[src/rtl/seven_seg_capture_pkg.sv]
`default_nettype none
// ============================================================================
// Module      : seven_seg_capture_pkg
// Description : Shared seven-segment definitions. Holds the hex segment
//               patterns (GFEDCBA, active low), the blank pattern, the
//               default stability threshold and the tracker state encoding.
// Revision    : 1.0 - initial release
// ============================================================================
package seven_seg_capture_pkg;

  localparam int STABLE_CYCLES_DEFAULT = 4;

  // Segment patterns, bit order GFEDCBA, a 0 lights the segment
  localparam logic [6:0] SEG_0     = 7'b1000000;
  localparam logic [6:0] SEG_1     = 7'b1111001;
  localparam logic [6:0] SEG_2     = 7'b0100100;
  localparam logic [6:0] SEG_3     = 7'b0110000;
  localparam logic [6:0] SEG_4     = 7'b0011001;
  localparam logic [6:0] SEG_5     = 7'b0010010;
  localparam logic [6:0] SEG_6     = 7'b0000010;
  localparam logic [6:0] SEG_7     = 7'b1111000;
  localparam logic [6:0] SEG_8     = 7'b0000000;
  localparam logic [6:0] SEG_9     = 7'b0010000;
  localparam logic [6:0] SEG_A     = 7'b0001000;
  localparam logic [6:0] SEG_B     = 7'b0000011;
  localparam logic [6:0] SEG_C     = 7'b1000110;
  localparam logic [6:0] SEG_D     = 7'b0100001;
  localparam logic [6:0] SEG_E     = 7'b0000110;
  localparam logic [6:0] SEG_F     = 7'b0001110;
  localparam logic [6:0] SEG_BLANK = 7'b1111111;

  typedef enum logic [1:0] {
    ST_IDLE  = 2'd0,
    ST_TRACK = 2'd1,
    ST_HELD  = 2'd2
  } track_state_t;

  // Forward table: nibble to segment pattern. The decoder inverts this so
  // encoder and decoder always share one source of truth.
  function automatic logic [6:0] hex_to_seg(input logic [3:0] nib);
    logic [6:0] seg;
    case (nib)
      4'h0:    seg = SEG_0;
      4'h1:    seg = SEG_1;
      4'h2:    seg = SEG_2;
      4'h3:    seg = SEG_3;
      4'h4:    seg = SEG_4;
      4'h5:    seg = SEG_5;
      4'h6:    seg = SEG_6;
      4'h7:    seg = SEG_7;
      4'h8:    seg = SEG_8;
      4'h9:    seg = SEG_9;
      4'hA:    seg = SEG_A;
      4'hB:    seg = SEG_B;
      4'hC:    seg = SEG_C;
      4'hD:    seg = SEG_D;
      4'hE:    seg = SEG_E;
      default: seg = SEG_F;
    endcase
    return seg;
  endfunction

  // True when exactly one active-low digit enable is asserted
  function automatic logic one_low(input logic [3:0] an);
    logic hit;
    case (an)
      4'b1110, 4'b1101, 4'b1011, 4'b0111: hit = 1'b1;
      default:                            hit = 1'b0;
    endcase
    return hit;
  endfunction

endpackage
`default_nettype wire

[src/rtl/seven_seg_to_hex.sv]
`default_nettype none
// ============================================================================
// Module      : seven_seg_to_hex
// Description : Combinational segment-pattern to hex-nibble decoder. Any
//               pattern outside the hex table yields nibble 0 and bad=1.
// Revision    : 1.0 - initial release
// ============================================================================
module seven_seg_to_hex
  import seven_seg_capture_pkg::*;
(
  input  logic [6:0] seg_l,
  output logic [3:0] nibble,
  output logic       bad
);

  // Search the shared forward table for the observed pattern
  always_comb begin
    nibble = 4'h0;
    bad    = 1'b1;
    for (int i = 0; i < 16; i++) begin
      if (seg_l == hex_to_seg(4'(i))) begin
        nibble = 4'(i);
        bad    = 1'b0;
      end
    end
  end

endmodule
`default_nettype wire

[src/rtl/seven_seg_capture.sv]
`default_nettype none
// ============================================================================
// Module      : seven_seg_capture
// Description : Reader for a multiplexed active-low seven-segment bus.
//               Registers the bus, filters scan transitions and ghosting
//               with a stability tracker, decodes each digit and commits a
//               4-digit frame with a one-cycle valid strobe.
// Revision    : 1.0 - initial release
// ============================================================================
module seven_seg_capture
  import seven_seg_capture_pkg::*;
#(
  parameter int STABLE_CYCLES = STABLE_CYCLES_DEFAULT
) (
  input  logic        clk,
  input  logic        reset,
  input  logic [6:0]  sseg_l,
  input  logic [3:0]  an_l,
  output logic [15:0] value,
  output logic [3:0]  digit_bad,
  output logic        valid
);

  localparam int              CNT_W   = $clog2(STABLE_CYCLES + 1);
  localparam logic [CNT_W-1:0] CNT_THR = CNT_W'(STABLE_CYCLES);
  localparam logic [CNT_W-1:0] CNT_MAX = {CNT_W{1'b1}};
  localparam logic [CNT_W-1:0] CNT_ONE = CNT_W'(1);

  logic [6:0]       s_seg;
  logic [3:0]       s_an;
  logic [6:0]       ref_seg;
  logic [3:0]       ref_an;
  logic [CNT_W-1:0] cnt;
  logic [CNT_W-1:0] cnt_nxt;
  track_state_t     state;
  track_state_t     state_nxt;
  logic             ref_load;
  logic             accept;
  logic             candidate;
  logic             same;
  logic             commit;
  logic [3:0]       dec_nibble;
  logic             dec_bad;
  logic [15:0]      shadow_val;
  logic [3:0]       shadow_bad;
  logic [3:0]       mask;

  assign candidate = one_low(s_an);
  assign same      = (s_an == ref_an) && (s_seg == ref_seg);
  assign commit    = (mask == 4'b1111);

  // The accepted digit is the reference, so decode the reference pattern
  seven_seg_to_hex u_dec (
    .seg_l  (ref_seg),
    .nibble (dec_nibble),
    .bad    (dec_bad)
  );

  // Input register: all downstream logic sees only these copies
  always_ff @(posedge clk or posedge reset) begin
    if (reset) begin
      s_seg <= SEG_BLANK;
      s_an  <= 4'b1111;
    end else begin
      s_seg <= sseg_l;
      s_an  <= an_l;
    end
  end

  // Tracker state, stability counter and reference sample
  always_ff @(posedge clk or posedge reset) begin
    if (reset) begin
      state   <= ST_IDLE;
      cnt     <= '0;
      ref_seg <= SEG_BLANK;
      ref_an  <= 4'b1111;
    end else begin
      state <= state_nxt;
      cnt   <= cnt_nxt;
      if (ref_load) begin
        ref_seg <= s_seg;
        ref_an  <= s_an;
      end
    end
  end

  // Tracker next state: a digit is accepted only after the reference has
  // already been seen STABLE_CYCLES times and is still present
  always_comb begin
    state_nxt = state;
    cnt_nxt   = cnt;
    ref_load  = 1'b0;
    accept    = 1'b0;
    case (state)
      ST_IDLE: begin
        if (candidate) begin
          ref_load  = 1'b1;
          cnt_nxt   = CNT_ONE;
          state_nxt = ST_TRACK;
        end
      end
      ST_TRACK: begin
        if (same) begin
          if (cnt >= CNT_THR) begin
            accept    = 1'b1;
            state_nxt = ST_HELD;
          end else if (cnt != CNT_MAX) begin
            cnt_nxt = cnt + CNT_ONE;
          end
        end else if (candidate) begin
          ref_load = 1'b1;
          cnt_nxt  = CNT_ONE;
        end else begin
          cnt_nxt   = '0;
          state_nxt = ST_IDLE;
        end
      end
      ST_HELD: begin
        if (!same) begin
          if (candidate) begin
            ref_load  = 1'b1;
            cnt_nxt   = CNT_ONE;
            state_nxt = ST_TRACK;
          end else begin
            cnt_nxt   = '0;
            state_nxt = ST_IDLE;
          end
        end
      end
      default: begin
        cnt_nxt   = '0;
        state_nxt = ST_IDLE;
      end
    endcase
  end

  // Shadow frame and mask; a commit edge copies the old shadow contents,
  // so an accept landing on the same edge belongs to the next frame
  always_ff @(posedge clk or posedge reset) begin
    if (reset) begin
      shadow_val <= 16'h0000;
      shadow_bad <= 4'b0000;
      mask       <= 4'b0000;
    end else begin
      for (int d = 0; d < 4; d++) begin
        if (accept && !ref_an[d]) begin
          shadow_val[d*4 +: 4] <= dec_nibble;
          shadow_bad[d]        <= dec_bad;
        end
      end
      mask <= (commit ? 4'b0000 : mask) | (accept ? ~ref_an : 4'b0000);
    end
  end

  // Output frame registers and the one-cycle valid strobe
  always_ff @(posedge clk or posedge reset) begin
    if (reset) begin
      value     <= 16'h0000;
      digit_bad <= 4'b0000;
      valid     <= 1'b0;
    end else begin
      valid <= commit;
      if (commit) begin
        value     <= shadow_val;
        digit_bad <= shadow_bad;
      end
    end
  end

endmodule
`default_nettype wire
[config.mk]
export PLATFORM = sky130hd
export DESIGN_NAME = seven_seg_capture
export DESIGN_NICKNAME = d
export VERILOG_FILES = /design/src/rtl/seven_seg_capture_pkg.sv /design/src/rtl/seven_seg_to_hex.sv /design/src/rtl/seven_seg_capture.sv
export SDC_FILE = /design/constraint.sdc
export NUM_CORES = 1
export LEC_CHECK = 0
export ABC_AREA = 1
export CAP_MARGIN = 10
export CORE_ASPECT_RATIO = 0.7
export CORE_MARGIN = 1.5
export CORE_UTILIZATION = 40
export DETAILED_ROUTE_END_ITERATION = 16
export GPL_TIMING_DRIVEN = 0
export PLACE_DENSITY = 0.63
export SYNTH_ARGS = -nofsm -noshare
export SYNTH_HDL_FRONTEND = slang
export SYNTH_SLANG_ARGS = --single-unit
export TNS_END_PERCENT = 30
[constraint.sdc]
create_clock -name clk -period 6.55 [get_ports clk]
set_input_delay 1.6375 -clock clk [delete_from_list [all_inputs] [get_ports clk]]
set_output_delay 1.6375 -clock clk [all_outputs]
set_load 0.1 [all_outputs]
==> run summary, run 1 <==
vias in the first global route: 2,402
DRT iter0 DRCs: 154
crit-path leading delay family: buffers and inverters
DRC Markers: 0
DP HPWL: 4619 um
final setup TNS: 0 ps
area leader, netlist: dfrtp_1
Post-CTS Hold Buffers: 0
critical path's slowest cell: clkdlybuf4s50_1
Clock transition at path regs: 50 ps
die width: 113.8 um
ANT cells: 0
first-pass GRT wire length: 11,530 um
Worst Path Buf+Inv: 1
Slew Viols, Final: 0
pre-CTS setup slack: 3438 ps
vias per cell: 4.729
Core ar.: 8408 um^2
arrival time worst endpoint: 1820 ps
Synth async-reset ratio: 1.000
CTS root buffer: clkbuf_16
total power: 1.377 mW
CP peak stage delay: 1140 ps
H-tree depth: 3
TritonCTS clock tree: done
Peak VDD IR: 0.0001451 V
Post-Route WL: 6519 um
Synth area leaders: dfrtp_1 36%, dfstp_2 17%, nand2_1 12%
total CTS buffers: 9
# port buffers: 33
status: completed
crit end category: output port
highest clock rate: 289.2 MHz
yosys warns: 0
FF+latch count, synth: 72
Commonest cells post-synth: 109 x nand2_1, 50 x dfrtp_1, 49 x inv_1
register area share after synthesis: 0.5326
Slew @ Worst Pin: 966.1 ps
Clock Skews: 4.395 ps
most frequent cell after synthesis: nand2_1
P_leak: 2.031 nW
EDFF count, synth: 0
Top FF cell, synth: dfrtp_1
CP required: 4910 ps
Final GP Congestion: 0.8456
1st-pass router iterations: 4
Longest Clk Path Bufs: 2
IO Pins: 34
setup bufs post-CTS: 0
ordered list of cells on the worst path: clkdlybuf4s50_1
Via Count: 2,563
Max Cap Viol: 0
placed insts: 526
clk sink count: 72
gate count of the mapped netlist: 388
syn_nets: 408
placed cell area: 3899 um^2
cell area after layout: 4182 um^2
initial antenna violation count: 0
fin nets: 452
Critical Path Fanout Max: 2
WS Path Type: flop to output port
global router's overall resource usage: 0.1627
Synth top area share: 0.3643
endpoints failing hold: 0
Initial Util: 0.4085
die height: 80.53 um
share of layout cells above drive strength 1: 0.2082
fin worst setup slack: 3093 ps
synth unique cells: 30
largest net degree at the start of global routing: 73
Slew HR: 0.3539
Layout area overhead: 21.75%
min cycle time layout: 3457 ps
worst skew pair latency: 330 ps
DRT antenna net count: 0
RSZ-0062 raised after global routing: no
pwr dens: 329.2 nW/um^2
Die ar.: 9160 um^2
post-DR wirelength/cell: 12.03 um
HP Class: flop to flop
Tcrit/Tclk final: 0.5278
gr ovfl total: 0
Mean Syn Cell Area: 8.852 um^2
Worst setup SP type: flop
synthesized area: 3435 um^2
Finished Layout Cells: 542
Final setup viols: 0
post-CTS sizing: 0
FP Rows: 28
==> layout make-up <==
cell class                 count  area, um^2
fill                         795        4227
tap                          105       131.4
clock buffer                  13       240.2
buffer                         8       63.81
sequential                    72        1829
clock inverter                 3       42.54
timing repair buffer          33       330.3
multi-input combinational    247        1296
inverter                      61       247.7
==> tightest hold or removal path: cells and delay by family (launching register included) <==
| family | cells | cell delay, ps |
|---|---|---|
| AOI/OAI and AO/OA | 1 | 50 |
| DFF | 1 | 370 |
| and+or+nand+nor | 1 | 50 |
==> power by group <==
part,internal (mW),total [mW],leakage [nW],switching [mW]
Sequential,0.516,0.562,0.925,0.0464
Combinational,0.116,0.349,0.972,0.233
Clock,0.294,0.466,0.134,0.171
Total,0.926,1.38,2.03,0.450
==> per-stage QoR <==
stage | hold WS (ps) | util
after floorplan | 443.4 | -
after global placement | 466.0 | 0.4634
after detailed placement | 473.7 | 0.4637
after CTS | 482.5 | 0.4973
after global routing | 498.5 | 0.4973
final | 477.3 | 0.4973
==> final timing paths <==
kind	cells after the start	start	to	slack, ps
worst max register to register	10	ref_seg[4]	shadow_val[6]	4780
worst min-delay path	2	ref_an[3]	ref_an[3]	480
max in group asynchronous	2	reset	value[7]	4120
min in group asynchronous	2	reset	cnt[1]	1850
worst min register to register	2	ref_an[3]	ref_an[3]	480
worst max-delay path	1	value[0]	value[0]	3090
==> cells in the final DEF, fill, tap and decap left out, types with 4 or more instances in the layout <==
master	n
nand3_1	9
ha_1	7
o21ai_1	7
mux2_2	4
buf_6	4
nand3_2	7
nor3_1	4
o21ai_0	11
o21ai_2	17
dfstp_2	22
clkdlybuf4s50_1	33
dfrtp_1	50
nand2_1	109
clkbuf_1	5
inv_2	8
inv_1	48
nand4_1	10
clkbuf_16	9
a21oi_1	17
nor2_1	32
==> cell families after synthesis <==
kind of cell | after synthesis | synth area share
and+or+nand+nor | 180 | 0.2342
DFF | 72 | 0.5326
buffers and inverters | 69 | 0.08998
AOI/OAI and AO/OA | 53 | 0.09690
adders and majority gates | 7 | 0.02550
muxes | 4 | 0.01311
xor gates and xnor gates | 3 | 0.007652
==> state kept, by name (all words and copies together), names as in the netlist <==
register,flops
shadow_val,16
value,16
ref_seg,7
s_seg,7
digit_bad,4
mask,4
ref_an,4
s_an,4
shadow_bad,4
cnt,3
state,2
valid,1
==> layer usage <==
| layer | up-vias | part of all wire | global-route usage |
|---|---|---|---|
| met4 | 0 | 0.0094 | 0.04875 |
| met3 | 5 | 0.041 | 0.05132 |
| met1 | 1203 | 0.51 | 0.2315 |
| li1 | 1308 | - | - |
| met5 | - | 0 | 0 |
| met2 | 47 | 0.43 | 0.2361 |
No activity file was read; power rests on OpenSTA's default activity.
==> run 2: changes to the inputs <==
==> constraint.sdc (replaced) <==
create_clock -name clk -period 3.4 [get_ports clk]
set_input_delay 0.85 -clock clk [delete_from_list [all_inputs] [get_ports clk]]
set_output_delay 0.85 -clock clk [all_outputs]
set_load 0.1 [all_outputs]
==> results of run 2 <==
The final DEF is identical to that of run 1. Status: completed.
Main changes from that run: setup slack after placement 3438 ps -> 1075 ps; setup slack after layout 3093 ps -> 730.2 ps; register-to-register setup slack 4780 ps -> 1630 ps; total power 1.377 mW -> 2.652 mW; worst IR drop on VDD 0.0001451 V -> 0.0002795 V
